$ cat src/rtl/show_pkg.sv
// Shared types and the hex glyph table for the show_display block.
// Glyphs are active-low, bit 0 = segment a; b and d are lowercase.
package show_pkg;

  typedef enum logic [1:0] {
    IDLE  = 2'b00,
    CAP0  = 2'b01,
    CAP1  = 2'b10,
    CLEAR = 2'b11
  } show_op_e;

  localparam logic [6:0] HEX_GLYPH [16] = '{
    7'h40, 7'h79, 7'h24, 7'h30, 7'h19, 7'h12, 7'h02, 7'h78,
    7'h00, 7'h10, 7'h08, 7'h03, 7'h46, 7'h21, 7'h06, 7'h0E
  };

endpackage

$ cat src/rtl/show_display_hex7seg.sv
// Combinational nibble-to-glyph decoder, active-low segments; zero latency, no flow control.
module hex7seg
  import show_pkg::*;
(
  input  logic [3:0] i_hex,
  output logic [6:0] o_seg
);

  assign o_seg = HEX_GLYPH[i_hex];

endmodule

$ cat src/rtl/show_display.sv
// Two-slot 4-digit multiplexed hex display; outputs registered (1 cycle), no back-pressure on Show.
// Optional capture flash on the decimal point under `define SHOW_DISPLAY_FLASH_EN.
module show_display
  import show_pkg::*;
#(
  parameter int REFRESH_DIV  = 16,
  parameter int FLASH_CYCLES = 1024
) (
  input  logic       clk,
  input  logic       reset,
  input  logic [1:0] Show,
  input  logic [7:0] ShowData,
  output logic [6:0] seg,
  output logic [3:0] an,
  output logic       dp,
  output logic [7:0] cap_cnt
);

  localparam int RW = (REFRESH_DIV > 2) ? $clog2(REFRESH_DIV) : 1;
  localparam logic [RW-1:0] R_LAST = RW'(REFRESH_DIV - 1);

  show_op_e    w_op;
  logic [7:0]  r_slot0;
  logic [7:0]  r_slot1;
  logic [7:0]  r_cap_cnt;
  logic [RW-1:0] r_refresh;
  logic [1:0]  r_digit;
  logic [6:0]  r_seg;
  logic [3:0]  r_an;
  logic        r_dp;
  logic [3:0]  w_nibble;
  logic [6:0]  w_glyph;
  logic        w_dp_next;

  assign w_op = show_op_e'(Show);

  always_ff @(posedge clk or negedge reset) begin
    if (!reset) begin
      r_slot0   <= '0;
      r_slot1   <= '0;
      r_cap_cnt <= '0;
    end else begin
      unique case (w_op)
        CAP0: begin
          r_slot0   <= ShowData;
          r_cap_cnt <= r_cap_cnt + 8'd1;
        end
        CAP1: begin
          r_slot1   <= ShowData;
          r_cap_cnt <= r_cap_cnt + 8'd1;
        end
        CLEAR: begin
          r_slot0 <= '0;
          r_slot1 <= '0;
        end
        default: ;
      endcase
    end
  end

  always_ff @(posedge clk or negedge reset) begin
    if (!reset) begin
      r_refresh <= '0;
      r_digit   <= '0;
    end else if (r_refresh == R_LAST) begin
      r_refresh <= '0;
      r_digit   <= r_digit + 2'd1;
    end else begin
      r_refresh <= r_refresh + RW'(1);
    end
  end

  always_comb begin
    w_nibble = r_slot0[3:0];
    case (r_digit)
      2'd0: w_nibble = r_slot0[3:0];
      2'd1: w_nibble = r_slot0[7:4];
      2'd2: w_nibble = r_slot1[3:0];
      2'd3: w_nibble = r_slot1[7:4];
      default: w_nibble = r_slot0[3:0];
    endcase
  end

  hex7seg u_hex7seg (
    .i_hex (w_nibble),
    .o_seg (w_glyph)
  );

`ifdef SHOW_DISPLAY_FLASH_EN
  localparam int FW = $clog2(FLASH_CYCLES + 1);

  logic [FW-1:0] r_flash0;
  logic [FW-1:0] r_flash1;

  // A capture reloads its slot's timer; otherwise timers drain to zero.
  always_ff @(posedge clk or negedge reset) begin
    if (!reset) begin
      r_flash0 <= '0;
      r_flash1 <= '0;
    end else begin
      r_flash0 <= (r_flash0 != '0) ? r_flash0 - FW'(1) : '0;
      r_flash1 <= (r_flash1 != '0) ? r_flash1 - FW'(1) : '0;
      unique case (w_op)
        CAP0:  r_flash0 <= FW'(FLASH_CYCLES);
        CAP1:  r_flash1 <= FW'(FLASH_CYCLES);
        CLEAR: begin
          r_flash0 <= '0;
          r_flash1 <= '0;
        end
        default: ;
      endcase
    end
  end

  assign w_dp_next = r_digit[1] ? (r_flash1 == '0) : (r_flash0 == '0);
`else
  assign w_dp_next = 1'b1;
`endif

  always_ff @(posedge clk or negedge reset) begin
    if (!reset) begin
      r_seg <= 7'h7F;
      r_an  <= 4'hF;
      r_dp  <= 1'b1;
    end else begin
      r_seg <= w_glyph;
      r_an  <= ~(4'b0001 << r_digit);
      r_dp  <= w_dp_next;
    end
  end

  assign seg     = r_seg;
  assign an      = r_an;
  assign dp      = r_dp;
  assign cap_cnt = r_cap_cnt;

endmodule

$ cat config.mk
export PLATFORM = sky130hd
export DESIGN_NAME = show_display
export DESIGN_NICKNAME = d
export VERILOG_FILES = /design/src/rtl/show_pkg.sv /design/src/rtl/show_display_hex7seg.sv /design/src/rtl/show_display.sv
export SDC_FILE = /design/constraint.sdc
export NUM_CORES = 1
export LEC_CHECK = 0
export ABC_AREA = 1
export CAP_MARGIN = 20
export CORE_AREA = 2 2 63 65
export CTS_CLUSTER_SIZE = 28
export DETAILED_ROUTE_END_ITERATION = 8
export DIE_AREA = 0 0 65 67
export PLACE_DENSITY = 0.82
export SLEW_MARGIN = 0
export SYNTH_ARGS = -nofsm -noshare
export SYNTH_HDL_FRONTEND = slang
export SYNTH_SLANG_ARGS = --single-unit
$ cat constraint.sdc
create_clock -name clk -period 3.7 [get_ports clk]
set_input_delay 0.74 -clock clk [delete_from_list [all_inputs] [get_ports clk]]
set_output_delay 0.74 -clock clk [all_outputs]
set_load 0.005 [all_outputs]
==> flow_metrics.py <==
metrics = {
    "job": {
        "max_cap_viol_count": 0,
    },
    "worst_setup_path": {
        "worst_path_most_repeated_cell": "nand2_1",
        "crit_path_max_incr_delay_ns": 0.50,
        "path_cells": "clkdlybuf4s50_1 -> inv_1 -> ha_1 -> inv_1 -> nand2_1 -> nor3_1 -> nand3_1 -> nand2_1 -> nand2_1",
        "r2r_cells": 11,
        "critical_path_class": "in2reg",
        "critPathSlowestCell": "clkdlybuf4s50_1",
        "cp.required_ns": 3.89,
        "cp_max_fo": 5,
        "startpoint_type": "input port",
        "arrival_ns": 2.38,
        "worstSetupEndpointType": "flip-flop",
    },
    "final_layout": {
        "final_cells": 310,
        "drive_gt1_share_pct": 10.3,
        "n_antenna_cell": 0,
        "syn2layout_area_growth_pct": 22.6,
        "final_nets": 289,
    },
    "clock_network": {
        "numCtsBuffers": 5,
        "clockBufferDepth": 2,
        "cts_setup_buffers": 0,
        "numClockSinks": 41,
        "clk_latency_ns": 0.30,
        "post_cts_resized": 0,
        "cts-root-buf": "clkbuf_8",
        "ctsHoldBuffers": 0,
        "path_clk_slew_ns": 0.08,
        "htree_num_levels": 2,
        "cts_tree": "yes",
    },
    "yosys": {
        "synth.top_cell.area_share_pct": 37.1,
        "syn_inst": 226,
        "ys.flop_type": "dfrtp_1",
        "synth.most_common_cell": "nand2_1",
        "yosys_warnings": 0,
        "synth_seq_area_share_pct": 51.4,
        "async_flop_share_pct": 100,
        "synth_top_cell_by_area": "dfrtp_1",
        "synth_area_leaders": "dfrtp_1 37%, dfstp_2 14%, nand2_1 14%",
        "synth_edf_count": 0,
        "syn_nets": 254,
        "yosysUniqueCellTypes": 28,
        "avgSynthCellArea_sq_um": 8.95,
        "synth_seq_cells": 41,
        "syn_area_sq_mm": 0.00202,
        "synth.top_cells.by_count": "74 x nand2_1, 30 x dfrtp_1, 23 x inv_1, 19 x nand3_1, 17 x o21ai_0",
    },
    "pwr": {
        "powerDensity_mw_per_mm2": 484,
        "total_power_w": 0.00120,
        "vdd_drop_max_uv": 349,
        "p_leak_nw": 1.26,
    },
    "placement": {
        "port_buffers": 30,
        "place_congestion": 0.890,
        "dp.final_hpwl_microns": 2360,
        "pre_cts_ws_ns": 1.19,
        "dp.cells": 302,
    },
    "timing": {
        "hold_violations": 0,
        "worstMarginPinSlew_ns": 0.849,
        "hold_ws_ns": 0.494,
        "max_freq_ghz": 0.457,
        "fin_ws_ns": 1.51,
        "fin_tns_setup_ns": 0,
        "min_period_ns": 2.19,
        "finalClockSkew_ns": 0.00662,
        "fin_crit_sh_pct": 59.2,
        "setup_viol": 0,
        "relSlewSlack_pct": 43.4,
        "drv_slew": 0,
        "grt_setup_unrepaired": "false",
    },
    "grt": {
        "grt_pass1_vias": 1401,
        "grt_overflow_total": 0,
        "antenna_found_initial": 0,
        "grt_max_degree": 42,
        "grtUsageTotal_pct": 18.3,
        "grt_pass1_wl_microns": 5900,
    },
    "route": {
        "viasPerCell": 4.89,
        "dr_total_vias": 1516,
        "initialDrtViolationCount": 74,
        "totalWireLength_microns": 3350,
        "dr.pass1.iters": 4,
        "ant_nets": 0,
        "wl_per_cell_microns": 10.8,
        "drc": 0,
    },
    "floorplanning": {
        "std_cell_rows": 22,
        "fp.dieH_microns": 67,
        "core_area_sq_mm": 0.00361,
        "initial_core_util_pct": 56.1,
        "die_area_sq_mm": 0.00436,
        "die_x_microns": 65,
        "ios": 32,
    },
    "status": {
        "status": "finished clean",
    },
    "hold_path": {
        "worstHoldPathCells": 2,
        "min_path_type": "reg2reg",
    },
}
cell families (layout without fill, tap and decap cells):
| kind of cell | Yosys count | count (layout) | synth area share, % |
|---|---|---|---|
| other | 1 | 1 | 0.185 |
| buffers and inverters | 27 | 63 | 5.57 |
| AND/OR/NAND/NOR | 111 | 111 | 23.2 |
| XOR/XNOR | 7 | 7 | 3.03 |
| flip-flops | 41 | 41 | 51.4 |
| adder cells (fa/ha/maj) | 16 | 16 | 9.90 |
| AO/OA/AOI/OAI | 23 | 23 | 6.68 |
stage by stage:
stage / util, % / cell area, sq um
after global placement: 65.4 / 2360
after CTS: 68.7 / 2480
final: 68.7 / 2480
after global routing: 68.7 / 2480
after detailed placement: 65.4 / 2360
after floorplan: - / 2020
state kept, by name, indices dropped and copies added (netlist names):
signal / flops
r_refresh: 4
seg: 7
an: 4
r_slot0: 8
r_slot1: 8
r_digit: 2
cap_cnt: 8
critical path: cells and delay by family:
kind,cells,cell delay (ns)
buf+inv,3,0.69
fa+ha+maj,1,0.33
simple gates,5,0.62
path summary, 6_finish.rpt:
kind                       startpoint    endpoint  slack (ns)
setup / recovery              Show[0]  cap_cnt[7]        1.51
hold / removal             r_slot0[1]  r_slot0[1]        0.49
setup reg to reg           r_digit[0]      seg[6]        1.74
hold reg to reg            r_slot0[1]  r_slot0[1]        0.49
max in group asynchronous       reset  cap_cnt[3]        2.62
min in group asynchronous       reset  r_slot1[5]        0.55
cells in the final DEF, fill, tap and decap left out, types with 2 or more instances in the layout:
cell	n
xnor2_1	2
xor2_1	5
inv_2	2
o21ai_0	17
nand4_1	2
nand2_1	74
nand3_1	19
ha_1	16
clkbuf_8	6
inv_1	23
dfrtp_1	30
clkdlybuf4s50_1	29
nor2_1	9
dfstp_2	11
layout make-up:
type,instances,area (sq um)
clock buffer,6,82.6
clock inverter,2,37.5
fill,278,1130
inverter,25,93.8
multi-input combinational,158,870
sequential,41,1040
tap,48,60.1
timing repair buffer,30,295
power breakdown:
part	switching [W]	internal, W
Combinational	0.000115	0.000143
Sequential	0.0000532	0.000518
Clock	0.000151	0.000219
Total	0.000320	0.000880
per-layer routing:
metal	routed length, microns	vias up	track usage, %
met5	0	-	0
met4	80	0	9.57
met3	147	6	5.24
met2	1520	33	29.0
met1	1600	698	22.7
li1	-	779	-
(Power assumes the default switching activity.)
